==> src/rtl/regfile_pkg.sv <==
// Shared register-file write types and constants.
package regfile_pkg;

   localparam int unsigned DATA_W   = 64;
   localparam int unsigned ADDR_W   = 5;
   localparam int unsigned ZERO_REG = 31;
   localparam int unsigned NUM_REGS = 2 ** ADDR_W;

   // One register-file write: destination and value.
   typedef struct packed {
      logic [ADDR_W-1:0] add;
      logic [DATA_W-1:0] data;
   } wr_req_t;

   // True when the address is the hard-wired zero register.
   function automatic logic is_zero_reg(input logic [ADDR_W-1:0] a);
      return a == ADDR_W'(ZERO_REG);
   endfunction

endpackage

==> src/rtl/wr_fifo.sv <==
// Small synchronous FIFO buffering multi-cycle results awaiting the write port.
module wr_fifo
   import regfile_pkg::*;
#(
   parameter int unsigned DEPTH = 2
) (
   input  logic                     clock,
   input  logic                     reset_n,
   input  logic                     i_push,
   input  wr_req_t                  i_push_req,
   input  logic                     i_pop,
   output wr_req_t                  o_head,
   output logic [$clog2(DEPTH):0]   o_count
);

   localparam int unsigned PTR_W = $clog2(DEPTH);
   localparam int unsigned CNT_W = PTR_W + 1;

   wr_req_t          r_mem [DEPTH];
   logic [PTR_W-1:0] r_wr_ptr;
   logic [PTR_W-1:0] r_rd_ptr;
   logic [CNT_W-1:0] r_count;

   // Storage needs no reset: contents are only visible through a non-zero count.
   always_ff @(posedge clock) begin
      if (i_push) begin
         r_mem[r_wr_ptr] <= i_push_req;
      end
   end

   // Pointers wrap naturally since DEPTH is a power of two.
   always_ff @(posedge clock or negedge reset_n) begin
      if (!reset_n) begin
         r_wr_ptr <= '0;
         r_rd_ptr <= '0;
         r_count  <= '0;
      end else begin
         if (i_push) r_wr_ptr <= r_wr_ptr + PTR_W'(1);
         if (i_pop)  r_rd_ptr <= r_rd_ptr + PTR_W'(1);
         case ({i_push, i_pop})
            2'b10:   r_count <= r_count + CNT_W'(1);
            2'b01:   r_count <= r_count - CNT_W'(1);
            default: r_count <= r_count;
         endcase
      end
   end

   assign o_head  = r_mem[r_rd_ptr];
   assign o_count = r_count;

endmodule

==> src/rtl/regfile_wr_arbiter.sv <==
// Shares the register-file write port between pipeline writeback and
// multi-cycle results, and tracks pending multi-cycle destinations.
module regfile_wr_arbiter
   import regfile_pkg::*;
#(
   parameter int unsigned FIFO_DEPTH = 2
) (
   input  logic                         clock,
   input  logic                         reset_n,
   input  logic                         pipe_wr_en,
   input  logic [ADDR_W-1:0]            pipe_wr_add,
   input  logic [DATA_W-1:0]            pipe_wr_data,
   input  logic                         mc_valid,
   output logic                         mc_ready,
   input  logic [ADDR_W-1:0]            mc_add,
   input  logic [DATA_W-1:0]            mc_data,
   input  logic                         issue_en,
   input  logic [ADDR_W-1:0]            issue_add,
   input  logic [ADDR_W-1:0]            chk_add1,
   input  logic [ADDR_W-1:0]            chk_add2,
   input  logic [ADDR_W-1:0]            chk_dst,
   output logic                         stall,
   output logic                         rf_write_en,
   output logic [ADDR_W-1:0]            rf_write_add,
   output logic [DATA_W-1:0]            rf_write_data,
   output logic [$clog2(FIFO_DEPTH):0]  fifo_count
);

   localparam int unsigned CNT_W = $clog2(FIFO_DEPTH) + 1;

   logic [CNT_W-1:0]    w_count;
   wr_req_t             w_head;
   wr_req_t             w_mc_req;
   logic                w_fifo_empty;
   logic                w_handshake;
   logic                w_pipe_take;
   logic                w_pop;
   logic                w_bypass;
   logic                w_push;
   logic                w_wr_en;
   wr_req_t             w_wr_req;
   logic                w_clr_en;
   logic [ADDR_W-1:0]   w_clr_add;
   logic [NUM_REGS-1:0] w_busy_nxt;

   logic                r_wr_en;
   wr_req_t             r_wr_req;
   logic [NUM_REGS-1:0] r_busy;

   assign w_mc_req     = '{add: mc_add, data: mc_data};
   assign w_fifo_empty = (w_count == '0);
   assign mc_ready     = (w_count < CNT_W'(FIFO_DEPTH));
   assign w_handshake  = mc_valid & mc_ready;
   assign w_pipe_take  = pipe_wr_en & ~is_zero_reg(pipe_wr_add);
   assign w_push       = w_handshake & ~w_bypass;

   u_fifo_t_unused_guard: assert property (@(posedge clock) disable iff (!reset_n)
      !(w_pop && w_fifo_empty));

   wr_fifo #(
      .DEPTH      (FIFO_DEPTH)
   ) u_wr_fifo (
      .clock      (clock),
      .reset_n    (reset_n),
      .i_push     (w_push),
      .i_push_req (w_mc_req),
      .i_pop      (w_pop),
      .o_head     (w_head),
      .o_count    (w_count)
   );

   // Fixed-priority grant: pipeline, then buffered result, then bypass.
   // A zero-register destination is consumed without driving the port.
   always_comb begin
      w_pop     = 1'b0;
      w_bypass  = 1'b0;
      w_wr_en   = 1'b0;
      w_wr_req  = '0;
      w_clr_en  = 1'b0;
      w_clr_add = '0;
      if (w_pipe_take) begin
         w_wr_en  = 1'b1;
         w_wr_req = '{add: pipe_wr_add, data: pipe_wr_data};
      end else if (!w_fifo_empty) begin
         w_pop     = 1'b1;
         w_wr_en   = ~is_zero_reg(w_head.add);
         w_wr_req  = w_head;
         w_clr_en  = 1'b1;
         w_clr_add = w_head.add;
      end else if (w_handshake) begin
         w_bypass  = 1'b1;
         w_wr_en   = ~is_zero_reg(mc_add);
         w_wr_req  = w_mc_req;
         w_clr_en  = 1'b1;
         w_clr_add = mc_add;
      end
   end

   // Registered write port; address and data hold when idle.
   always_ff @(posedge clock or negedge reset_n) begin
      if (!reset_n) begin
         r_wr_en  <= 1'b0;
         r_wr_req <= '0;
      end else begin
         r_wr_en <= w_wr_en;
         if (w_wr_en) r_wr_req <= w_wr_req;
      end
   end

   // Busy update: clear on grant, then set on issue so a same-cycle reissue wins.
   always_comb begin
      w_busy_nxt = r_busy;
      if (w_clr_en) w_busy_nxt[w_clr_add] = 1'b0;
      if (issue_en) w_busy_nxt[issue_add] = 1'b1;
      w_busy_nxt[ZERO_REG] = 1'b0;
   end

   // Scoreboard register.
   always_ff @(posedge clock or negedge reset_n) begin
      if (!reset_n) r_busy <= '0;
      else          r_busy <= w_busy_nxt;
   end

   assign stall         = r_busy[chk_add1] | r_busy[chk_add2] | r_busy[chk_dst];
   assign rf_write_en   = r_wr_en;
   assign rf_write_add  = r_wr_req.add;
   assign rf_write_data = r_wr_req.data;
   assign fifo_count    = w_count;

endmodule

==> config.mk <==
export PLATFORM = sky130hd
export DESIGN_NAME = regfile_wr_arbiter
export DESIGN_NICKNAME = d
export VERILOG_FILES = /design/src/rtl/regfile_pkg.sv /design/src/rtl/wr_fifo.sv /design/src/rtl/regfile_wr_arbiter.sv
export SDC_FILE = /design/constraint.sdc
export NUM_CORES = 1
export LEC_CHECK = 0
export ABC_AREA = 0
export ABC_CLOCK_PERIOD_IN_PS = 4480
export CAP_MARGIN = 20
export CORE_ASPECT_RATIO = 0.5
export CORE_MARGIN = 4
export CORE_UTILIZATION = 30
export CTS_BUF_LIST = sky130_fd_sc_hd__clkbuf_2
export CTS_CLUSTER_SIZE = 30
export DETAILED_ROUTE_END_ITERATION = 6
export PLACE_DENSITY = 0.51
export SYNTH_ARGS = -nofsm -noshare
export SYNTH_HDL_FRONTEND = slang
export SYNTH_SLANG_ARGS = --single-unit
==> constraint.sdc <==
create_clock -name clock -period 4.48 [get_ports clock]
set_input_delay 0.448 -clock clock [delete_from_list [all_inputs] [get_ports clock]]
set_output_delay 0.448 -clock clock [all_outputs]
set_load 0.02 [all_outputs]
==> impl_metrics.json <==
{
  "synth_area_mm2": 0.01145,
  "tightestPinTransition_ps": 1005,
  "clock_tree.buffer_depth": 3,
  "rsz0062_at_grt": "false",
  "end_kind": "output port",
  "max-vdd-ir-drop_uv": 262.6,
  "start_kind": "register",
  "cp_max_fo": 4,
  "fin_skew_ps": 84.78,
  "core-area_mm2": 0.03754,
  "die_w_um": 284.3,
  "slew_headroom_pct": 33.02,
  "ios": 237,
  "hold_buffers": 10,
  "clk_latency_ps": 920,
  "cts_tree": "built",
  "leakage_uw": 0.005710,
  "cp_cell_sequence": "mux4_1 -> mux2_2 -> a211o_1 -> a2111o_1 -> clkdlybuf4s50_1",
  "final_nets": 1338,
  "grt.total_usage_pct": 15.77,
  "wl_per_cell_um": 19.41,
  "area_growth_pct": 31.36,
  "synth_cells": 910,
  "hold_viol": 0,
  "synth-warning-count": 0,
  "synth_area_per_cell_um2": 12.58,
  "ys_ff_latch": 243,
  "drtAntennaViolNets": 0,
  "setup_viol": 0,
  "postCtsResizedCells": 0,
  "die_y_um": 146.2,
  "num-fill-cells": 3651,
  "async_flop_share_pct": 43.21,
  "finalMaxSlewViolations": 0,
  "grt_pass1_wl_um": 52410,
  "max_freq_ghz": 0.2652,
  "fin_crit_ps": 3771,
  "ys.flop_type": "edfxtp_1",
  "antenna_found_initial": 1,
  "hold_class": "primary input to register",
  "drt-initial-drc-count": 559,
  "period_share_pct": 84.17,
  "first_pass_iters": 5,
  "maxCapViolations": 0,
  "die_area_mm2": 0.04155,
  "start_util_pct": 30.51,
  "rows": 50,
  "grt_pass1_vias": 9172,
  "finalNonFillerCells": 1717,
  "drc": 0,
  "cts_max_level": 2,
  "synth_edf_count": 138,
  "critPathKind": "register to output port",
  "drt-total-wl_um": 33330,
  "outcome": "finished, final reports clean",
  "cts_root_buf": "clkbuf_2",
  "grt_max_degree": 76,
  "crit_arrival_ps": 3320,
  "syn-num-nets": 1074,
  "portBuffers": 236,
  "drive_gt1_share_pct": 15.97,
  "clk_pin_slew_worst_paths_ps": 120,
  "hpwl_um": 22840,
  "fin_ws_ps": 709.3,
  "grt-ovfl-total": 0,
  "clock_sinks": 243,
  "place.gp.congestion": 0.8452,
  "routed-via-count": 8497,
  "slowest_delay_ps": 550,
  "worstPathRequired_ps": 4030,
  "cellPowerDensity_mw_per_mm2": 574.2,
  "post_cts_buffers": 0,
  "regArea_mm2": 0.006775,
  "cts_buffers": 58,
  "ys_types": 46,
  "ys_seq_area_share_pct": 59.13,
  "post-place-ws_ps": 733.4,
  "multiInputGateArea_mm2": 0.004342,
  "cpMaxStageDelayCell": "clkdlybuf4s50_1",
  "drt-vias-per-instance": 4.949,
  "dp.cells": 1583
}
[per-layer routing]
layer	up-vias	GRT usage, %	wire [µm]
li1	4012	-	-
met1	4243	19.04	13650
met2	182	28.66	17660
met3	60	3.183	1315
met4	0	4.557	701
met5	-	0	0
[cell usage after synthesis, types with 3 or more instances]
cell,count,area (µm²)
nor2b_1,3,18.77
mux4_2,13,292.8
o21ai_0,96,480.5
edfxtp_1,138,4144
mux2i_1,88,880.8
clkbuf_1,36,135.1
and2_1,3,18.77
o41ai_1,24,210.2
buf_1,13,48.80
a31oi_1,65,406.6
mux4_1,5,131.4
nand3b_1,10,75.07
inv_1,6,22.52
dfrtp_1,105,2628
xnor2_1,4,35.03
o31ai_1,7,52.55
mux2_2,64,720.7
mux2_1,6,67.56
nand2_1,83,311.6
buf_6,8,90.09
nand3_1,10,50.05
a21oi_1,5,25.02
buf_2,11,55.05
nor2_1,75,281.5
o211ai_1,5,37.54
[final timing paths]
check | endpoint | cells after the start | slack, ps | startpoint
worst max register to register | rf_write_data[5]$_DFFE_PN0P_ | 6 | 1570 | u_wr_fifo.r_rd_ptr$_DFFE_PN0P_
min in group asynchronous | r_busy[18]$_DFF_PN0_ | 2 | 260 | reset_n
worst min-delay path | u_wr_fifo.r_mem[1][47]$_DFFE_PP_ | 1 | 160 | mc_data[47]
max in group asynchronous | rf_write_en$_DFF_PN0_ | 3 | 3090 | reset_n
worst min register to register | rf_write_data[22]$_DFFE_PN0P_ | 1 | 500 | rf_write_data[22]$_DFFE_PN0P_
worst max-delay path | stall | 5 | 710 | r_busy[1]$_DFF_PN0_
[critical path: cells and delay by family (launching register included)]
family / cells / cell delay, ps
mux: 2 / 770
compound gates: 2 / 680
buf+inv: 1 / 550
flops: 1 / 450
[cells by family after synthesis]
group	after synthesis	synth area share (%)
and+or+nand+nor	197	7.408
adders and majority gates	1	0.1092
xor gates and xnor gates	5	0.3824
buffers and inverters	76	3.201
DFF	243	59.13
muxes	176	18.28
AOI/OAI and AO/OA	212	11.49
[cell type report]
| cell class | count | share of cell area, % |
|---|---|---|
| clock buffer | 91 | 3.028 |
| sequential | 243 | 45.04 |
| clock inverter | 16 | 0.6488 |
| antenna | 2 | 0.03327 |
| inverter | 6 | 0.1497 |
| multi-input combinational | 591 | 28.86 |
| timing repair buffer | 274 | 18.13 |
| tap | 494 | 4.109 |
[flip-flops by register name, summed over array words and instances, names as in the netlist]
signal,count
r_busy,31
rf_write_add,5
rf_write_data,64
rf_write_en,1
u_wr_fifo.o_count,2
u_wr_fifo.r_mem,138
u_wr_fifo.r_rd_ptr,1
u_wr_fifo.r_wr_ptr,1
[through the flow]
stage,TNS (ps),util (%),total power (µW),hold slack (ps),cell area [µm²]
2_1_floorplan,-65240,-,5711,152.4,11450
3_3_place_gp,0,37.92,7140,479.6,14230
3_5_place_dp,0,37.92,7196,485.1,14230
4_1_cts,0,39.66,8771,1.375,14890
5_1_grt,0,40.07,9232,-17.50,15040
6_report,0,40.08,8638,155.5,15040
[cell usage in the layout (no fill, tap or decap), types with 2 or more instances in the layout]
cell,count
clkinv_1,12
o31ai_1,7
xnor2_1,4
mux2i_1,88
o211ai_1,5
a31oi_1,65
and2_1,3
o41ai_1,24
a22oi_1,2
mux4_1,5
nor2_1,73
o2111ai_1,2
buf_12,2
clkbuf_2,91
nand2_1,83
clkdlybuf4s50_1,234
mux2_1,6
inv_6,2
mux2_2,64
nand4_1,2
diode_2,2
inv_1,6
edfxtp_1,138
or3b_2,2
o21ai_0,96
nor3_1,2
nor2_4,3
dlygate4sd3_1,25
nand3b_1,10
a21oi_1,5
buf_4,12
nand3_1,10
mux4_2,13
dfrtp_1,104
nor2b_1,3
[power breakdown]
part / switching, µW / internal (µW)
registers: 481 / 3030
logic: 1900 / 1700
clock network: 922 / 602
Power figures use the tool's default switching activity.
